`config.mk`:
```
export PLATFORM = sky130hd
export DESIGN_NAME = cdb_arbiter
export DESIGN_NICKNAME = d
export VERILOG_FILES = /design/src/rtl/cdb_arbiter.sv
export SDC_FILE = /design/constraint.sdc
export NUM_CORES = 1
export LEC_CHECK = 0
export CELL_PAD_IN_SITES_DETAIL_PLACEMENT = 1
export CELL_PAD_IN_SITES_GLOBAL_PLACEMENT = 2
export CORE_MARGIN = 2
export CORE_UTILIZATION = 18
export CTS_BUF_LIST = sky130_fd_sc_hd__clkbuf_2
export DETAILED_ROUTE_END_ITERATION = 7
export PLACE_DENSITY_LB_ADDON = 0.25
export RECOVER_POWER = 25
export SLEW_MARGIN = 30
export SYNTH_ARGS = -nofsm -noshare
export SYNTH_HDL_FRONTEND = slang
export SYNTH_SLANG_ARGS = --single-unit
```
`constraint.sdc`:
```
create_clock -name clk -period 3.35 [get_ports clk]
set_input_delay 0.5025 -clock clk [delete_from_list [all_inputs] [get_ports clk]]
set_output_delay 0.5025 -clock clk [all_outputs]
set_load 0.02 [all_outputs]
```
`src/rtl/cdb_arbiter.sv`:
```
// Common data bus arbiter: round-robin grant among functional-unit
// completion ports into a single registered broadcast stage with
// back-pressure from the ROB and a pipeline flush.
module cdb_arbiter #(
  parameter int NUM_FU     = 4,
  parameter int TAG_WIDTH  = 4,
  parameter int ADDR_WIDTH = 5,
  parameter int DATA_WIDTH = 32
) (
  input  logic                           clk,
  input  logic                           rst,
  input  logic [NUM_FU-1:0]              fu_valid,
  input  logic [NUM_FU*TAG_WIDTH-1:0]    fu_tag,
  input  logic [NUM_FU*ADDR_WIDTH-1:0]   fu_dest,
  input  logic [NUM_FU*DATA_WIDTH-1:0]   fu_data,
  output logic [NUM_FU-1:0]              fu_ready,
  input  logic                           cdb_ready,
  input  logic                           flush,
  output logic                           cdb_valid,
  output logic [TAG_WIDTH-1:0]           cdb_tag,
  output logic [ADDR_WIDTH-1:0]          cdb_dest,
  output logic [DATA_WIDTH-1:0]          cdb_data,
  output logic                           cdb_wr_reg
);

  localparam int PTR_W = (NUM_FU > 1) ? $clog2(NUM_FU) : 1;
  // One extra bit so ptr + offset never overflows before the wrap test.
  localparam logic [PTR_W:0]   NUM_FU_W = (PTR_W + 1)'(NUM_FU);
  localparam logic [PTR_W-1:0] LAST_FU  = PTR_W'(NUM_FU - 1);

  logic [PTR_W-1:0]      rr_ptr_q, rr_ptr_d;
  logic                  cdb_valid_q, cdb_valid_d;
  logic [TAG_WIDTH-1:0]  cdb_tag_q, cdb_tag_d;
  logic [ADDR_WIDTH-1:0] cdb_dest_q, cdb_dest_d;
  logic [DATA_WIDTH-1:0] cdb_data_q, cdb_data_d;

  logic                  can_load_s;
  logic                  found_s;
  logic                  grant_s;
  logic [PTR_W-1:0]      grant_idx_s;
  logic [NUM_FU-1:0]     fu_ready_s;
  logic [TAG_WIDTH-1:0]  sel_tag_s;
  logic [ADDR_WIDTH-1:0] sel_dest_s;
  logic [DATA_WIDTH-1:0] sel_data_s;

  // The output stage can take a new beat when empty or being drained now.
  assign can_load_s = !cdb_valid_q || cdb_ready;

  // Round-robin search: first valid unit at or after rr_ptr, wrapping.
  always_comb begin : rr_search
    logic [PTR_W:0]   sum_v;
    logic [PTR_W-1:0] idx_v;
    found_s     = 1'b0;
    grant_idx_s = '0;
    sum_v       = '0;
    idx_v       = '0;
    for (int k = 0; k < NUM_FU; k++) begin
      sum_v = {1'b0, rr_ptr_q} + (PTR_W + 1)'(k);
      if (sum_v >= NUM_FU_W) begin
        sum_v = sum_v - NUM_FU_W;
      end else begin
        sum_v = sum_v;
      end
      idx_v = sum_v[PTR_W-1:0];
      if (!found_s && fu_valid[idx_v]) begin
        found_s     = 1'b1;
        grant_idx_s = idx_v;
      end else begin
        found_s     = found_s;
      end
    end
  end

  // Qualify the search result and form the one-hot grant vector.
  always_comb begin
    grant_s    = found_s && can_load_s && !flush && !rst;
    fu_ready_s = '0;
    if (grant_s) begin
      fu_ready_s[grant_idx_s] = 1'b1;
    end else begin
      fu_ready_s = '0;
    end
  end

  // Select the granted unit's tag, destination and result.
  always_comb begin
    sel_tag_s  = '0;
    sel_dest_s = '0;
    sel_data_s = '0;
    for (int i = 0; i < NUM_FU; i++) begin
      if (grant_idx_s == PTR_W'(i)) begin
        sel_tag_s  = fu_tag[i*TAG_WIDTH +: TAG_WIDTH];
        sel_dest_s = fu_dest[i*ADDR_WIDTH +: ADDR_WIDTH];
        sel_data_s = fu_data[i*DATA_WIDTH +: DATA_WIDTH];
      end else begin
        sel_tag_s  = sel_tag_s;
      end
    end
  end

  // Next state of the output register and round-robin pointer.
  always_comb begin
    cdb_valid_d = cdb_valid_q;
    cdb_tag_d   = cdb_tag_q;
    cdb_dest_d  = cdb_dest_q;
    cdb_data_d  = cdb_data_q;
    rr_ptr_d    = rr_ptr_q;
    if (flush) begin
      cdb_valid_d = 1'b0;
    end else if (grant_s) begin
      cdb_valid_d = 1'b1;
      cdb_tag_d   = sel_tag_s;
      cdb_dest_d  = sel_dest_s;
      cdb_data_d  = sel_data_s;
      if (grant_idx_s == LAST_FU) begin
        rr_ptr_d = '0;
      end else begin
        rr_ptr_d = grant_idx_s + PTR_W'(1);
      end
    end else if (cdb_valid_q && cdb_ready) begin
      cdb_valid_d = 1'b0;
    end else begin
      cdb_valid_d = cdb_valid_q;
    end
  end

  // State registers; reset discards any beat in flight.
  always_ff @(posedge clk) begin
    if (rst) begin
      cdb_valid_q <= 1'b0;
      cdb_tag_q   <= '0;
      cdb_dest_q  <= '0;
      cdb_data_q  <= '0;
      rr_ptr_q    <= '0;
    end else begin
      cdb_valid_q <= cdb_valid_d;
      cdb_tag_q   <= cdb_tag_d;
      cdb_dest_q  <= cdb_dest_d;
      cdb_data_q  <= cdb_data_d;
      rr_ptr_q    <= rr_ptr_d;
    end
  end

  assign fu_ready   = fu_ready_s;
  assign cdb_valid  = cdb_valid_q;
  assign cdb_tag    = cdb_tag_q;
  assign cdb_dest   = cdb_dest_q;
  assign cdb_data   = cdb_data_q;
  // Writes to r0 are suppressed at the register file.
  assign cdb_wr_reg = cdb_valid_q && (cdb_dest_q != '0);

endmodule

```
==> metrics.md <==
| Metric | Value |
|---|---|
| Clock network power share | 0.189 |
| Nets | 743 |
| Drt initial violations | 106 |
| Max-cap violations | 0 |
| Critical path capture point type | output port |
| Post-synthesis sequential area ratio | 0.2879 |
| Die Y | 134.4 µm |
| Number of antenna violations at the first check in global routing | 0 |
| YS warnings | 0 |
| Largest net degree at the start of global routing | 83 |
| Final setup margin | 0.1683 ns |
| Via count | 3699 |
| # resized after CTS | 0 |
| Crit path max-delay family | buffers and inverters |
| Ratio of cells with drive above 1 in the final layout | 0.1268 |
| Status | finished clean |
| Setup TNS | 0 ns |
| Gate Count Post-Synth | 369 |
| Worst ir drop on vdd | 0.0001196 V |
| First-pass GRT wire length | 21500 µm |
| CP Cell Sequence | clkdlybuf4s50_1 -> buf_4 -> nor4_2 -> nor4_4 -> and2_1 -> clkdlybuf4s50_1 |
| Clock sinks | 44 |
| Die area | 0.01805 mm² |
| CTS H-Tree Depth | 2 |
| CP most frequent cell | clkdlybuf4s50_1 |
| Commonest non-fill, non-tap cell in the layout | clkdlybuf4s50_1 |
| DRC | 0 |
| Bufs and invs on worst path | 3 |
| CTS tree | built |
| Pre-CTS WS | 0.05115 ns |
| Inserted Diodes | 0 |
| Final wirelength | 13900 µm |
| CP max-delay cell | clkdlybuf4s50_1 |
| CORE AREA | 0.01658 mm² |
| Worst-case clock buffer depth | 2 |
| Max Clk Rate | 0.3143 GHz |
| Total GRT Usage | 0.1514 |
| GP Congestion | 0.7700 |
| Root Buffer | clkbuf_2 |
| RSZ-0062 raised after global routing | no |
| Number of I/O pins | 219 |
| Slew at the pin closest to its max-slew limit | 1.282 ns |
| Clk_lat worst skew | 0.48 ns |
| Die Wd | 134.4 µm |
| Setup Skew | 0.02555 ns |
| Hold_buf cts | 0 |
| Clk pin slew, worst setup/hold paths | 0.24 ns |
| Unique masters post-synth | 23 |
| Hold crit path type | in -> reg |
| CP Max Fanout | 12 |
| # setup viols final | 0 |
| Router iterations before antenna repair | 4 |
| Final ANT Viol Nets | 0 |
| CTS buffer count | 5 |
| Slowest stage delay, CP | 0.64 ns |
| Worst EP required | 2.85 ns |
| Worst relative slew slack | 0.1454 |
| Crit start category | input pin |
| Fillers | 1926 |
| Slew Viols, Final | 0 |
| Synth Cell Area | 0.003059 mm² |
| Grt ovf | 0 |
| Avg Vias per Cell | 4.694 |
| Syn avg cell area | 8.290 µm² |
| Post-layout min period | 3.182 ns |
| Most frequent cells in the layout | clkdlybuf4s50_1, a21oi_1, nor2_1, inv_1, dfxtp_1 |
| Post-DP HPWL | 10410 µm |
| Power Density | 310.4 mW/mm² |
| Syn Nets | 545 |
| Final cell count without fillers | 788 |
| Setup Fix Bufs, Post-CTS | 0 |
| Crit path kind | in -> out |
| Flop pwr share | 0.340 |
| Switching share of power | 0.3503 |
| Area Overhead vs Synth | 82.33% |
| Int Power | 0.001125 W |
| WP data arrival | 2.68 ns |
| Lkg Pwr | 2.174 nW |
| Post-synthesis register bit count | 44 |
| Final Hold Violating Endpoints | 0 |
| Multi-input logic area | 0.001852 mm² |
| Port bufs | 218 |
| Number of global-route vias before repair | 3862 |
| Register area | 882.1 µm² |
| Drt wl/cell | 17.64 µm |
| Fin crit share | 0.9498 |
| Worst hold margin | 0.4079 ns |
| Combinational power share | 0.471 |
| Core Rows | 47 |
| Net Switching | 0.0006066 W |
| Placed Cells | 780 |
| Initial Util | 0.1845 |
-- per-stage QoR --
step / cell area [µm²] / utilization / power, W
after detailed placement: 5510 / 0.3323 / 0.001428
after CTS: 5575 / 0.3362 / 0.001780
after global routing: 5578 / 0.3364 / 0.001867
after global placement: 5483 / 0.3306 / 0.001408
final: 5578 / 0.3364 / 0.001732
after floorplan: 3059 / - / 0.001011
-- worst reg2reg max path: cells and delay by family (launching register included) --
kind	cells	cell delay (ns)
simple gates	4	0.62
compound gates	2	0.58
flops	1	0.44
buf+inv	2	0.31
mux	1	0.23
fa+ha+maj	1	0.23
-- power groups by stage --
| stage | logic [W] | clock network (W) | registers, W |
|---|---|---|---|
| floorplan | 0.000369 | 0 | 0.000643 |
| global placement | 0.000808 | 0 | 0.000600 |
| detailed placement | 0.000826 | 0 | 0.000601 |
| CTS | 0.000831 | 0.000358 | 0.000592 |
| global route | 0.000888 | 0.000383 | 0.000596 |
| finish | 0.000815 | 0.000327 | 0.000589 |
-- cell type report --
type                            count  area share
Clock buffer                        6    0.005384
Clock inverter                      2    0.006281
Inverter                           44     0.02961
Multi-Input combinational cell    238      0.3320
Sequential cell                    44      0.1581
Tap cell                          220     0.04935
Timing Repair Buffer              234      0.4192
-- synthesized netlist by cell type --
cell       n  area, µm²
a21oi_1   45      225.2
nor3_1    43      215.2
dfxtp_1   44      880.8
clkbuf_1  27      101.4
ha_1       4      50.05
a221oi_1   2      17.52
a211oi_1   1      7.510
mux2i_1    1      10.01
nor2_1    44      165.2
or4_1      2      15.01
o21a_1     2      15.01
nand2_1    3      11.26
nand2b_1   1      6.260
buf_2      8      40.04
nor4_2     2      25.02
inv_1     44      165.2
a221o_1   41      410.4
buf_1      4      15.01
nor2b_1    3      18.77
and2_1     4      25.02
o22a_1     1      8.760
a221oi_2  39      585.6
buf_6      4      45.04
-- sequential cells by signal, indices dropped and copies added (netlist names) --
| register | cells |
|---|---|
| cdb_valid | 1 |
| cdb_tag | 4 |
| cdb_data | 32 |
| cdb_dest | 5 |
| rr_ptr_q | 2 |
-- path summary, 6_finish.rpt --
check / from / end / slack, ns / cells past startpoint
max: fu_valid[0] / fu_ready[3] / 0.17 / 6
min: rst / cdb_data[27]$_SDFFE_PP0P_ / 0.41 / 4
max reg2reg: rr_ptr_q[1]$_SDFFE_PP0P_ / cdb_data[16]$_SDFFE_PP0P_ / 0.83 / 10
min reg2reg: cdb_data[13]$_SDFFE_PP0P_ / cdb_data[13]$_SDFFE_PP0P_ / 0.51 / 2
-- routing by layer --
layer	up-vias	routed length [µm]	global-route usage
met4	0	153	0.03158
li1	1775	-	-
met3	9	1048	0.04535
met2	153	6614	0.2596
met1	1762	6088	0.1876
met5	-	0	0
-- kinds of logic after synthesis --
family | Yosys count | synth area share
AOI/OAI and AO/OA | 131 | 0.4151
and+or+nand+nor | 102 | 0.1575
buffers and inverters | 87 | 0.1198
DFF | 44 | 0.2879
adders and majority gates | 4 | 0.01636
muxes | 1 | 0.003272
(Power assumes the default switching activity.)
==> RTL change, RTL diff (same flow settings) <==
Set the parameter `ADDR_WIDTH` to 6 (it was 5).
--- a/src/rtl/cdb_arbiter.sv
+++ b/src/rtl/cdb_arbiter.sv
@@ -6,3 +6,3 @@
   parameter int TAG_WIDTH  = 4,
-  parameter int ADDR_WIDTH = 5,
+  parameter int ADDR_WIDTH = 6,
   parameter int DATA_WIDTH = 32
Interface: changed (resized cdb_dest and fu_dest); port bits go from 219 to 224. No check against the original RTL was run, so the function may have changed too.
==> RTL change against the original RTL <==
Worst hold slack better by 0.095 ns; global-route usage is 1.2 points higher; sequential cell count is 1 higher; design area is 2.7% lower; area after synthesis is 4.9% lower; via count is 1.4% higher; count of clock-buffer cells in the layout is 2 higher; combinational power is 6.0% lower; wire length is 0.94% higher; setup slack worse by 0.048 ns; largest cell class unchanged; maximum frequency is 1.5% lower; first-iteration DRC count is 9.4% lower; power is 6.3% lower.
==> RTL change: results (changes against the original RTL) <==
| Metric | Value |
|---|---|
| Status | complete, no violations |
| R2R cell count | 11 (+1) |
| Synth Area in Compound Gates | 29.2% (-12 points) |
| Worst hold path class | reg -> reg |
| DP HPWL | 10,300 um (-0.79%) |
| Synth Area in Adders | 1.72% (+0.084 points) |
| Final Wtd Congestion | 0.769 (-0.13%) |
| Commonest cells in the netlist | nor2_1, dfxtp_1, nor2b_1 |
| Multi-input comb cells | 285 (+20%) |
| Synth area leaders | dfxtp_1, o311a_1, a221oi_1 |
| Hold Path End | cdb_tag[2]$_SDFFE_PP0P_ |
| Clock group power | 0.256 mW (-22%) |
| Non-clock inverter total of the final layout | 4 (-91%) |
| Sequential fraction of the synthesis area | 31.0% (+2.2 points) |
| Comb pwr share | 47.2% (about the same) |
| Leakage power | 2.02 nW (-6.9%) |
| Crit path DAT | 2.73 ns (+0.05 ns) |
| Die ar. | 0.0172 mm2 (-4.8%) |
| Fillers | 1,835 (-4.7%) |
| Wire length on met2 | 7020 um (+6.2%) |
| Nets | 758 (+2.0%) |
| Cell depth of the worst hold path | 2 (-2) |
| First-pass GRT wire length | 22,600 um (+5.0%) |
| Max IR drop VDD | 116 uV (-3.2%) |
| Signal buf overhead | 43.6% (+1.6 points) |
| WL final | 14,000 um (+0.94%) |
| Dpl cell area | 0.00539 mm2 (-2.2%) |
[RTL change: cell types whose count changed in the layout (fill, tap and decap cells not counted), sizes merged, moves of 4 or more]
cell           change
a21oi             -40
a221o             -41
clkdlybuf4s50      +4
inv               -40
nand2             +40
nor2b             +41
o311a             +41
[RTL change: cells by family (layout without fill, tap and decap cells)]
logic type | count (synthesis) | after routing
multiplexers | 2 | 2
buffers and inverters | 46 | 249
AO/OA/AOI/OAI | 94 | 94
other | 0 | 1
AND/OR/NAND/NOR | 185 | 185
flip-flops | 45 | 45
adder cells (fa/ha/maj) | 4 | 4
[RTL change: worst max path at each step]
stage / from / to
6_report: fu_valid[0] / fu_ready[2]
5_1_grt: fu_valid[0] / fu_ready[2]
2_1_floorplan: fu_valid[2] / fu_ready[3]
3_3_place_gp: fu_valid[0] / cdb_data[29]$_SDFFE_PP0P_
3_5_place_dp: fu_valid[0] / cdb_dest[1]$_SDFFE_PP0P_
4_1_cts: rr_ptr_q[1]$_SDFFE_PP0P_ / fu_ready[0]
